## src/rtl/imem_loader.sv

```systemverilog
// Boot loader that turns a byte stream (16-bit little-endian word count, then
// little-endian 32-bit words) into sequential IMEM writes, holding the core in reset.
`timescale 1ns/1ps

module imem_loader #(
   parameter int DEPTH  = 1001,
   parameter int ADDR_W = 32
) (
   input  logic              clk,
   input  logic              rst,
   input  logic              start_i,
   input  logic [7:0]        rx_data_i,
   input  logic              rx_valid_i,
   output logic              rx_ready_o,
   output logic              mem_we_o,
   output logic [ADDR_W-1:0] mem_addr_o,
   output logic [31:0]       mem_wdata_o,
   output logic              busy_o,
   output logic              done_o,
   output logic              error_o,
   output logic [15:0]       words_loaded_o
);

   typedef enum logic [2:0] {
      IDLE,
      HDR0,
      HDR1,
      DATA,
      WLAST,
      DONE,
      ERR
   } state_t;

   localparam logic [16:0] DEPTH_L = 17'(DEPTH);

   state_t      state;
   state_t      state_nx;
   logic [15:0] count;
   logic [15:0] index;
   logic [1:0]  lane;
   logic [23:0] partial;
   logic        accept;
   logic [15:0] hdr_count;
   logic        hdr_zero;
   logic        hdr_too_big;
   logic        last_word;
   logic        word_done;

   assign rx_ready_o  = (state == HDR0) || (state == HDR1) || (state == DATA);
   assign busy_o      = rx_ready_o || (state == WLAST);
   assign accept      = rx_valid_i && rx_ready_o;

   // The high count byte is combined with the stored low byte so HDR1 can decide in one cycle.
   assign hdr_count   = {rx_data_i, count[7:0]};
   assign hdr_zero    = (hdr_count == 16'd0);
   assign hdr_too_big = ({1'b0, hdr_count} > DEPTH_L);
   assign last_word   = ((index + 16'd1) == count);
   assign word_done   = accept && (state == DATA) && (lane == 2'd3);

   always_ff @(posedge clk or posedge rst) begin
      if (rst) begin
         state <= IDLE;
      end else begin
         state <= state_nx;
      end
   end

   always_comb begin
      state_nx = state;
      case (state)
         IDLE, DONE, ERR: begin
            if (start_i) begin
               state_nx = HDR0;
            end
         end
         HDR0: begin
            if (accept) begin
               state_nx = HDR1;
            end
         end
         HDR1: begin
            if (accept) begin
               if (hdr_zero) begin
                  state_nx = DONE;
               end else if (hdr_too_big) begin
                  state_nx = ERR;
               end else begin
                  state_nx = DATA;
               end
            end
         end
         DATA: begin
            if (word_done && last_word) begin
               state_nx = WLAST;
            end
         end
         WLAST: begin
            state_nx = DONE;
         end
         default: begin
            state_nx = IDLE;
         end
      endcase
   end

   // Write port is registered: the write lands the cycle after the lane-3 byte,
   // while the next lane-0 byte can already be accepted.
   always_ff @(posedge clk or posedge rst) begin
      if (rst) begin
         count          <= '0;
         index          <= '0;
         lane           <= '0;
         partial        <= '0;
         mem_we_o       <= 1'b0;
         mem_addr_o     <= '0;
         mem_wdata_o    <= '0;
         done_o         <= 1'b0;
         error_o        <= 1'b0;
         words_loaded_o <= '0;
      end else begin
         mem_we_o <= 1'b0;
         case (state)
            IDLE, DONE, ERR: begin
               if (start_i) begin
                  count          <= '0;
                  index          <= '0;
                  lane           <= '0;
                  done_o         <= 1'b0;
                  error_o        <= 1'b0;
                  words_loaded_o <= '0;
               end
            end
            HDR0: begin
               if (accept) begin
                  count[7:0] <= rx_data_i;
               end
            end
            HDR1: begin
               if (accept) begin
                  count[15:8] <= rx_data_i;
                  if (hdr_zero) begin
                     done_o <= 1'b1;
                  end else if (hdr_too_big) begin
                     error_o <= 1'b1;
                  end
               end
            end
            DATA: begin
               if (accept) begin
                  lane <= lane + 2'd1;
                  case (lane)
                     2'd0: partial[7:0]   <= rx_data_i;
                     2'd1: partial[15:8]  <= rx_data_i;
                     2'd2: partial[23:16] <= rx_data_i;
                     default: begin
                        mem_we_o       <= 1'b1;
                        mem_addr_o     <= ADDR_W'({index, 2'b00});
                        mem_wdata_o    <= {rx_data_i, partial};
                        index          <= index + 16'd1;
                        words_loaded_o <= index + 16'd1;
                     end
                  endcase
               end
            end
            WLAST: begin
               done_o <= 1'b1;
            end
            default: begin
            end
         endcase
      end
   end

endmodule
```

## config.mk

```make
export PLATFORM = sky130hd
export DESIGN_NAME = imem_loader
export DESIGN_NICKNAME = d
export VERILOG_FILES = /design/src/rtl/imem_loader.sv
export SDC_FILE = /design/constraint.sdc
export NUM_CORES = 1
export LEC_CHECK = 0
export ABC_CLOCK_PERIOD_IN_PS = 6500
export BUFFER_PORTS_ARGS = -buffer_cell sky130_fd_sc_hd__buf_2
export CAP_MARGIN = 25
export CORE_MARGIN = 2
export CORE_UTILIZATION = 45
export DETAILED_ROUTE_END_ITERATION = 12
export PLACE_DENSITY = 0.7
export SLEW_MARGIN = 20
export SYNTH_ARGS = -nofsm -noshare
export SYNTH_HDL_FRONTEND = slang
export SYNTH_SLANG_ARGS = --single-unit
```

## constraint.sdc

```tcl
create_clock -name clk -period 6.5 [get_ports clk]
set_clock_uncertainty 0.1 [all_clocks]
set_input_delay 0.975 -clock clk [delete_from_list [all_inputs] [get_ports clk]]
set_output_delay 0.975 -clock clk [all_outputs]
set_load 0.02 [all_outputs]
```

==> run metrics, run 1 <==
EDFF count, synth=0; DRT Pass-1 Iters=4; total setup buffers inserted after CTS=0; critical path depth=7; crit-path leading delay family=simple AND/OR/NAND/NOR gates; Initial DRC Count=298; maximum vdd ir drop=just under 0.2 mV; drt drc=0; post-synth cell types=57; Least-Margin Pin Slew=between 800 and 900 ps; Max Fclk=0.3636 GHz; clk sinks=112; first-pass GRT wire length=between 20 and 25 mm; final setup fails=0; number of port buffers=80; worst path required time=6640 ps; all-layer global routing usage=about a fifth; WS Path Type=register to register; critical path endpoint category=register; # rows=40; Synth-to-Final Area Change=13.21%; critical path peak fanout=9; I/O pins=97; Cell Area, Synth=5438 µm²; vias in the first global route=roughly 4200; Leak=between 3 and 4 nW; R2R depth=7; HPWL after detailed placement=about 8.5 mm; Antenna diodes=0; CP Cell Sequence=ha_1 > nand3_2 > nor4_1 > xnor2_1 > nand2_1 > or2_2 > o31a_1; clk slew on worst S/H paths=90 ps; Longest Clk Path Bufs=2; maximum number of pins on one net before global-route repair=68; Period minus WS final=2750 ps; Seq/Total Area, Yosys=between 50% and 60%; Final Util=51.68%; Worst-Skew Late Latency=approximately 350 ps; placed cell area=5837 µm²; final WL=12.91 mm; Synth Warn #=0; die height=approximately 110 µm; Post-CTS Resized=0; Die ar.=between 10000 and 15000 µm²; CTS HTree Levels=3; filler instances=around 1100; TritonCTS clock tree=done; run status=finished, final reports clean; Via density=approximately 5.4; hold path depth=2; Tcrit/Tclk final=a little over two fifths; fin area=6156 µm²; worst path bufs/invs=0; grt ovf=0; antenna viol nets, final=0; min-delay worst type=register to register; Root Buffer=clkbuf_16; post-synthesis register bit count=~110; nets=roughly 660; initial antenna violation count=0; Final Slew Violations=0; area share of the largest cell type after synthesis=between 50% and 60%; worst hold slack=around 370 ps; cell type with the largest total area after synthesis=dfrtp_1; Routability Congestion=between 0.9 and 1; routed vias=4281; fraction of layout cells with a size suffix above 1=around 22%; initial core utilization=45.65%; unrepaired setup endpoints after global routing=no; share of flip-flops with an asynchronous set or reset=100.0%; predominant post-synthesis flop cell=dfrtp_1; TritonCTS Buffers=9; Synth Instances=573; total power=approximately 2.3 mW; Avg WL per Cell=~16 µm; syn avg cell area=between 9 and 10 µm²; Die Wd=about 110 µm; max-cap violation count=0; core area=between 10000 and 15000 µm²; setup TNS=0 ps; CP max-delay cell=nor4_1; slew margin rel.=about 47%; Fin. Hold Viols=0; Power Dens Cells=380.2 nW/µm²; crit path DAT=around 2900 ps; Setup crit start kind=register; ranking of synthesized cells by area=dfrtp_1, nand2_1, mux2_2; # hold bufs at CTS=0; crit-path max cell delay=around 600 ps
-- cells in the mapped netlist (3+ instances only) --
cell type,number
o21ai_0,33
inv_1,7
xor2_1,12
nand3_1,10
mux2_2,26
nor4_1,6
buf_4,20
and3_1,4
xnor2_1,12
a31oi_1,7
o22ai_1,3
dfrtp_1,112
ha_1,6
o31ai_1,8
nor3_1,7
a22o_1,9
a21oi_1,7
nor2_1,22
buf_2,13
nor2b_1,4
nand4_1,5
clkbuf_1,11
nand2_1,186
-- routing by layer --
layer	part of all wire, %	track usage, %	up-vias
met2	46	32.54	142
met5	0	0	-
met4	1.9	6.098	0
met3	6.3	4.570	20
li1	-	-	2053
met1	46	28.49	2066
-- cells by family after synthesis --
kind of cell | after synthesis | share of synthesized area, %
AO/OA/AOI/OAI | 86 | 10.45
AND/OR/NAND/NOR | 265 | 21.81
other | 1 | 0.06896
flip-flops | 112 | 51.54
buffers and inverters | 53 | 5.499
adder cells (fa/ha/maj) | 6 | 1.381
multiplexers | 26 | 5.384
XOR/XNOR | 24 | 3.866
-- flip-flops by register name, indices dropped and copies added, names as in the netlist --
register     flops
index           16
lane             2
mem_addr_o      16
error_o          1
partial         24
mem_wdata_o     32
mem_we_o         1
done_o           1
count           16
state            3
-- per-stage QoR --
step / cells / setup WS, ps
finish: 789 / 3750
floorplan: 588 / 2466
global placement: 772 / 3557
detailed placement: 772 / 3679
global route: 789 / 3493
CTS: 788 / 3766
-- tightest hold or removal path, delay by kind of cell, from the launching register on --
family,cells,cell delay [ps]
DFF,1,350
and+or+nand+nor,2,100
-- path summary, 6_finish.rpt --
path | start | to | slack, ps
worst min-delay path | partial[16] | mem_wdata_o[16] | 370
worst max-delay path | index[0] | state[1] | 3750
min in group asynchronous | rst | mem_wdata_o[11] | 600
worst max register to register | index[0] | state[1] | 3750
max in group asynchronous | rst | mem_wdata_o[29] | 4470
worst min register to register | partial[16] | mem_wdata_o[16] | 370
-- layout make-up --
type | instances | area (µm²) | area share [%]
clock inverters | 7 | 88.84 | 1.443
flip-flops and latches | 112 | 2803 | 45.53
repair buffers | 84 | 427.9 | 6.951
well taps | 147 | 183.9 | 2.988
multi-input cells | 423 | 2399 | 38.96
inverters | 7 | 28.78 | 0.4675
clock buffers | 9 | 225.2 | 3.659
-- cell usage in the layout (no fill, tap or decap), types with 3 or more instances in the layout --
cell | synthesis | final
buf_2 | 13 | 81
ha_1 | 6 | 6
xnor2_1 | 12 | 12
nand2_1 | 186 | 185
dfrtp_1 | 112 | 112
buf_4 | 20 | 3
mux2_2 | 26 | 26
a21oi_1 | 7 | 6
conb_1 | 1 | 16
a22o_1 | 9 | 9
nand4_1 | 5 | 5
o31ai_1 | 8 | 8
clkinv_8 | 0 | 3
inv_1 | 7 | 5
o21ai_0 | 33 | 33
nor2b_1 | 4 | 4
nor2_1 | 22 | 22
and3_1 | 4 | 4
nor3_1 | 7 | 7
nand3_1 | 10 | 10
o22ai_1 | 3 | 3
a31oi_1 | 7 | 7
nor4_1 | 6 | 6
clkbuf_16 | 0 | 9
xor2_1 | 12 | 12
-- report_power, final --
part / leakage (nW) / switching [mW] / internal (mW)
clock: 0.153 / 0.291 / 0.279
combinational: 1.53 / 0.421 / 0.302
sequential: 1.50 / 0.160 / 0.887
No activity file was read; power rests on OpenSTA's default activity.
==> run 2: changes to the inputs <==
--- a/config.mk
+++ b/config.mk
@@ -5,7 +5,8 @@
 export SDC_FILE = /design/constraint.sdc
 export NUM_CORES = 1
 export LEC_CHECK = 0
-export ABC_CLOCK_PERIOD_IN_PS = 6500
+export ABC_AREA = 1
+export ABC_CLOCK_PERIOD_IN_PS = 2800
 export BUFFER_PORTS_ARGS = -buffer_cell sky130_fd_sc_hd__buf_2
 export CAP_MARGIN = 25
 export CORE_MARGIN = 2
==> constraint.sdc (replaced) <==
create_clock -name clk -period 2.8 [get_ports clk]
set_clock_uncertainty 0.1 [all_clocks]
set_input_delay 0.42 -clock clk [delete_from_list [all_inputs] [get_ports clk]]
set_output_delay 0.42 -clock clk [all_outputs]
set_load 0.02 [all_outputs]
==> run 2 against run 1 <==
  * Cell count rose by 7.7%
  * Clock power up 120%
  * Flip-flop and latch count did not move
  * First-iteration DRC count up 35%
  * Die area shrank 4.2%
  * Combinational power up 70%
  * Sequential power increased by 93%
  * Fmax rose by 14%
  * Largest cell class unchanged
  * Largest power group unchanged
==> run metrics, run 2 <==
post-synthesis register bit count=112 (unchanged); worst path bufs/invs=0 (unchanged); Worst-Skew Late Latency=350 ps (about the same); initial antenna violation count=0 (unchanged); Synth Warn #=0 (unchanged); fraction of layout cells with a size suffix above 1=18.25% (-3.9 points); most frequent cells in the layout=nand2_1, dfrtp_1, buf_2; CTS HTree Levels=3 (unchanged); Setup crit start kind=register; most frequent cell after synthesis=nand2_1; sw frac=35.22% (-2.0 points); Leak=3.158 nW (-0.77%); # rows=39 (-2.5%); Final Util=53.06% (+1.4 points); Final Slew Violations=0 (unchanged); predominant post-synthesis flop cell=dfrtp_1; Power Dens Cells=747.8 nW/µm² (+97%); all-layer global routing usage=21.51% (+0.96 points); core area=11370 µm² (-4.5%); HPWL after detailed placement=9.193 mm (+7.8%); Via density=5.261 (-3.0%); area of the multi-input gates=2042 µm² (-15%); Max Fclk=0.4158 GHz (+14%); maximum number of pins on one net before global-route repair=86 (+26%); Initial DRC Count=401 (+35%); clk slew on worst S/H paths=70 ps (-20 ps); routed vias=4472 (+4.5%); setup TNS=0 ps (unchanged); Synth Instances=617 (+7.7%); final WL=12.96 mm (+0.44%); commonest non-fill, non-tap cell in the layout=nand2_1; Clk pwr share=27.7% (+3.3 points); Least-Margin Pin Slew=733.1 ps (-69.12 ps); Die ar.=12430 µm² (-4.2%); cell type with the largest total area after synthesis=dfrtp_1; critical path endpoint category=register; I/O pins=97 (unchanged); crit-path max cell delay=530 ps (-60 ps); min-delay worst type=primary input to asynchronous set/reset pin; R2R Setup Slk=390 ps (-3360 ps); placed cells=834 (+8.0%); sequential power share=45.0% (+0.3 points); # hold bufs at CTS=0 (unchanged); maximum vdd ir drop=0.3826 mV (+94%); P_int=2.922 mW (+99%); initial core utilization=45.72% (+0.073 points); DRT Pass-1 Iters=5 (+1); post-synth cell types=32 (-44%); vias in the first global route=4279 (+2.6%); placed cell area=5744 µm² (-1.6%); Logic pwr share=27.4% (-3.5 points); Routability Congestion=0.8730 (-3.0%); WS Path Type=register to register; TritonCTS clock tree=done; max reg flops=32 (unchanged); area share of the largest cell type after synthesis=53.91% (+2.4 points); Post-synth top cells=nand2_1, dfrtp_1, o21ai_0; CP max-delay cell=dfrtp_1; max-cap violation count=0 (unchanged); CP Cell Sequence=ha_1 > nand3_1 > nor2_1 > nand4_1 > nand3_1 > nand2_1 > nor2_1 > nand3_1 > o21bai_4 > nand2_2 > nand2_1 > nand2_1; die height=111.5 µm (-2.1%); number of port buffers=80 (unchanged); Regs by FF count=mem_wdata_o: 32 flops, partial: 24 flops; Fin. Hold Viols=0 (unchanged); run status=finished, final reports clean; final setup fails=0 (unchanged); share of flip-flops with an asynchronous set or reset=100.0% (unchanged); Longest Clk Path Bufs=2 (unchanged); nets=720 (+9.9%); slew margin rel.=51.13% (+4.6 points); Antenna diodes=0 (unchanged); critical path peak fanout=10 (+1); ranking of synthesized cells by area=dfrtp_1, nand2_1, o21ai_0; worst path required time=2950 ps (-3690 ps); grt ovf=0 (unchanged); Root Buffer=clkbuf_16; Register Area=2803 µm² (unchanged); Seq/Total Area, Yosys=53.91% (+2.4 points); crit-path leading delay family=simple AND/OR/NAND/NOR gates; Cell Area, Synth=5199 µm² (-4.4%); worst hold slack=74.86 ps (-295.4 ps); Tcrit/Tclk final=85.90% (+44 points); Avg WL per Cell=15.25 µm (-6.8%); total setup buffers inserted after CTS=0 (unchanged); drt drc=0 (unchanged); filler instances=1084 (-2.1%); net switching power=1.589 mW (+82%); unrepaired setup endpoints after global routing=no; Post-CTS Resized=0 (unchanged); syn avg cell area=8.426 µm² (-11%); TritonCTS Buffers=9 (unchanged); non-filler cells, final=850 (+7.7%); Synth-to-Final Area Change=16.05%; clk sinks=112 (unchanged); EDFF count, synth=0 (unchanged); largest register by flop count=mem_wdata_o; Period minus WS final=2405 ps (-344.7 ps); antenna viol nets, final=0 (unchanged); crit path DAT=2550 ps (-340 ps); fin area=6033 µm² (-2.0%); first-pass GRT wire length=21.58 mm (+2.3%); Die Wd=111.5 µm (-2.1%)
[run 2: cell count changes in the layout (fill, tap and decap cells not counted), sizes merged, moves of 10 or more]
cell | previous run | this run
o22ai | 3 | 24
nand3 | 11 | 39
xnor2 | 12 | 0
nand2 | 186 | 217
mux2 | 26 | 0
o21ai | 33 | 59
nor2 | 24 | 34
inv | 10 | 61
[run 2: power groups by stage]
stage,clock network (mW),registers [mW],logic (mW)
floorplan,0,2.03,0.910
global placement,0,2.05,1.19
detailed placement,0,2.06,1.22
CTS,1.28,2.02,1.23
global route,1.33,2.06,1.40
finish,1.25,2.03,1.23
[run 2: kinds of logic after synthesis]
| group | Yosys count | share of synthesized area (%) |
|---|---|---|
| xor+xnor | 4 | 0.9387 |
| compound gates | 97 | 10.52 |
| buf+inv | 91 | 7.942 |
| flops | 112 | 53.91 |
| other cells | 1 | 0.07213 |
| simple gates | 306 | 25.17 |
| fa+ha+maj | 6 | 1.444 |
[run 2: per-stage QoR]
| step | total power, mW | worst slack, ps |
|---|---|---|
| 6_report | 4.512 | 394.8 |
| 5_1_grt | 4.789 | 134.9 |
| 3_3_place_gp | 3.238 | 585.1 |
| 4_1_cts | 4.529 | 448.4 |
| 2_1_floorplan | 2.944 | 764.6 |
| 3_5_place_dp | 3.276 | 470.1 |
[run 2: worst reg2reg max path, cell delays in order (launching register included)]
cell and delay [ps]:
dfrtp_1 530, ha_1 280, nand3_1 150, nor2_1 280, nand4_1 170, nand3_1 120, nand2_1 50, nor2_1 90
nand3_1 140, o21bai_4 210, nand2_2 80, nand2_1 80, nand2_1 50
[run 2: path summary, 6_finish.rpt]
path / from / depth (start not counted) / to
max: index[0] / 12 / state[1]
min: rst / 3 / mem_addr_o[5]
max reg2reg: index[0] / 12 / state[1]
min reg2reg: partial[3] / 2 / mem_wdata_o[3]
max in group asynchronous: rst / 3 / partial[17]
min in group clk: partial[3] / 2 / mem_wdata_o[3]
[run 2: routing by layer]
layer	part of all wire (%)	vias up	track usage [%]	wire, µm
met5	0	-	0	0
met4	2.0	0	7.901	265
met3	5.5	20	2.504	711
met2	47	166	33.82	6040
met1	46	2140	31.05	5945
li1	-	2146	-	-
[run 2: cell type report]
type / instances / area share, %
Clock buffer: 11 / 4.023
Inverter: 59 / 3.733
Multi-Input combinational cell: 429 / 33.84
Clock inverter: 5 / 0.7673
Timing Repair Buffer: 91 / 8.212
Sequential cell: 112 / 46.45
Tap cell: 143 / 2.966
==> run 3: changes to the inputs <==
--- a/config.mk
+++ b/config.mk
@@ -6,13 +6,13 @@
 export NUM_CORES = 1
 export LEC_CHECK = 0
 export ABC_AREA = 1
-export ABC_CLOCK_PERIOD_IN_PS = 2800
+export ABC_CLOCK_PERIOD_IN_PS = 2150
 export BUFFER_PORTS_ARGS = -buffer_cell sky130_fd_sc_hd__buf_2
 export CAP_MARGIN = 25
 export CORE_MARGIN = 2
 export CORE_UTILIZATION = 45
 export DETAILED_ROUTE_END_ITERATION = 12
-export PLACE_DENSITY = 0.7
+export PLACE_DENSITY = 0.72
 export SLEW_MARGIN = 20
 export SYNTH_ARGS = -nofsm -noshare
 export SYNTH_HDL_FRONTEND = slang
==> constraint.sdc (replaced) <==
create_clock -name clk -period 2.15 [get_ports clk]
set_clock_uncertainty 0.1 [all_clocks]
set_input_delay 0.3225 -clock clk [delete_from_list [all_inputs] [get_ports clk]]
set_output_delay 0.3225 -clock clk [all_outputs]
set_load 0.02 [all_outputs]
==> run 3 against run 2 <==
  * The flow now finishes with violations (setup timing)
  * Sequential share of layout area fell by 2.1 points
  * First-iteration DRC count is 28% lower
  * Clock power increased by 32%
  * Fmax rose by 9.2%
  * Clock-buffer cell count shrank 1
  * Critical path depth up 4
  * Non-clock buffer count rose by 26
  * Power grew 34%
  * Routed wire length grew 3.2%
  * Critical path type unchanged
  * Largest power group unchanged
==> run metrics, run 3 (same netlist as run 2, synthesis figures left out) <==
run status=complete, but fails checks; failing checks=setup timing; crit-path max cell delay=440 ps (-90 ps); net switching power=2.147 mW (+35%); Setup crit start kind=register; drt drc=0 (unchanged); worst path bufs/invs=0 (unchanged); Final Slew Violations=0 (unchanged); nets=746 (+3.6%); fraction of layout cells with a size suffix above 1=23.47% (+5.2 points); Leak=3.306 nW (+4.7%); final setup fails=3 (+3); final WL=13.38 mm (+3.2%); Longest Clk Path Bufs=2 (unchanged); min-delay worst type=primary input to register; crit path from=index[1]; die height=111.5 µm (unchanged); commonest non-fill, non-tap cell in the layout=nand2_1; max reg flops=32 (unchanged); Tcrit/Tclk final=102.4% (+17 points); hold path start=rx_data_i[1]; Avg WL per Cell=15.27 µm (+0.13%); Root Buffer=clkbuf_16; Period minus WS final=2202 ps (-202.8 ps); most frequent cells in the layout=nand2_1, dfrtp_1, buf_2; crit-path leading delay family=simple AND/OR/NAND/NOR gates; Worst-Skew Late Latency=350 ps (about the same); number of port buffers=80 (unchanged); TritonCTS Buffers=9 (unchanged); grt ovf=0 (unchanged); vias in the first global route=4334 (+1.3%); maximum number of pins on one net before global-route repair=90 (+4.7%); sw frac=35.53% (+0.31 points); clk sinks=112 (unchanged); Routability Congestion=0.8838 (+1.2%); # rows=39 (unchanged); sequential power share=43.8% (-1.2 points); final worst slack=-52.41 ps (-447.2 ps); setup TNS=-137.0 ps (-137.0 ps); Synth-to-Final Area Change=21.80%; Regs by FF count=mem_wdata_o: 32 flops, partial: 24 flops; initial antenna violation count=0 (unchanged); crit path DAT=2350 ps (-200 ps); P_int=3.895 mW (+33%); Die ar.=12430 µm² (unchanged); critical path endpoint category=register; Antenna diodes=0 (unchanged); total power=6.042 mW (+34%); Logic pwr share=28.8% (+1.4 points); WS Path Type=register to register; initial core utilization=45.72% (unchanged); Clk pwr share=27.4% (-0.3 points); maximum vdd ir drop=0.6167 mV (+61%); critical path depth=16 (+4); first-pass GRT wire length=21.53 mm (-0.25%); Fin. Hold Viols=0 (unchanged); CTS HTree Levels=3 (unchanged); largest register by flop count=mem_wdata_o; all-layer global routing usage=21.55% (+0.041 points); core area=11370 µm² (unchanged); clk slew on worst S/H paths=80 ps (about the same); Power Dens Cells=954.2 nW/µm² (+28%); Via density=5.182 (-1.5%); worst path required time=2300 ps (-650 ps); DRT Pass-1 Iters=4 (-1); max-cap violation count=0 (unchanged); TritonCTS clock tree=done; critical path peak fanout=5 (-5); HPWL after detailed placement=9.503 mm (+3.4%); Die Wd=111.5 µm (unchanged); CP Cell Sequence=ha_4 > nand2_4 > nor2_4 > nand2_2 > nand2_2 > nand2_2 > nand2_1 > nand2_1 > nor2_2 > nand2_1 > nor2_2 > nand2_2 > o21bai_4 > nand2_2 > nand2_1 > nand2_1; RR Startpoint=index[1]; R2R depth=16 (+4); I/O pins=97 (unchanged); hold path depth=4; Initial DRC Count=287 (-28%); routed vias=4539 (+1.5%); CP max-delay cell=dfrtp_1; antenna viol nets, final=0 (unchanged); unrepaired setup endpoints after global routing=yes; Max Fclk=0.4540 GHz (+9.2%); filler instances=1058 (-2.4%)
[run 3: routing by layer]
layer / vias up / GRT usage, % / routed length, µm
met5: - / 0 / 0
met1: 2222 / 30.48 / 6250
met2: 111 / 33.90 / 6315
li1: 2186 / - / -
met4: 0 / 7.490 / 263
met3: 20 / 3.702 / 545
[run 3: path summary, 6_finish.rpt]
path,end,slack (ps)
max reg2reg,state[2],-50
max in group asynchronous,count[12],1010
max,state[2],-50
min reg2reg,mem_wdata_o[23],380
min,count[9],320
min in group asynchronous,mem_addr_o[2],530
[run 3: power by group through the flow]
stage | combinational, mW | sequential, mW | clock [mW]
final | 1.74 | 2.65 | 1.65
after detailed placement | 1.71 | 2.68 | 0
after floorplan | 1.19 | 2.65 | 0
after CTS | 1.72 | 2.64 | 1.69
after global placement | 1.66 | 2.67 | 0
after global routing | 1.94 | 2.69 | 1.78
[run 3: worst min-delay path, cell delays in order]
cell and delay (ps):
buf_2 110, inv_1 60, buf_4 150, o22ai_1 90
[run 3: area by class of cell]
cell class | count | area, µm² | area share (%)
clock buffers | 10 | 229.0 | 3.616
clock inverters | 6 | 58.81 | 0.9287
inverters | 59 | 225.2 | 3.557
multi-input cells | 429 | 2121 | 33.49
flip-flops and latches | 112 | 2806 | 44.32
well taps | 143 | 178.9 | 2.826
repair buffers | 117 | 713.2 | 11.26
[run 3: repair_timing]
item | in CTS | in global routing
endpoints found under the setup margin | 3 | 10
pin swaps | 0 | 8
hold buffers | 1 | 0
cloned | 0 | 0
buffers inserted | 1 | 5
hold endpoints to repair | 23 | 0
resized for setup | 2 | 25
[run 3: metrics by stage]
step	setup WS [ps]	instances	cell area, µm²	hold slack (ps)	util [%]
finish	-52.41	876	6332	324.5	55.69
global route	-238.3	876	6332	335.1	55.69
CTS	55.81	871	6210	315.7	54.62
detailed placement	-67.13	853	5899	360.2	51.89
global placement	54.70	853	5899	347.7	51.89
floorplan	114.6	632	5259	342.2	-
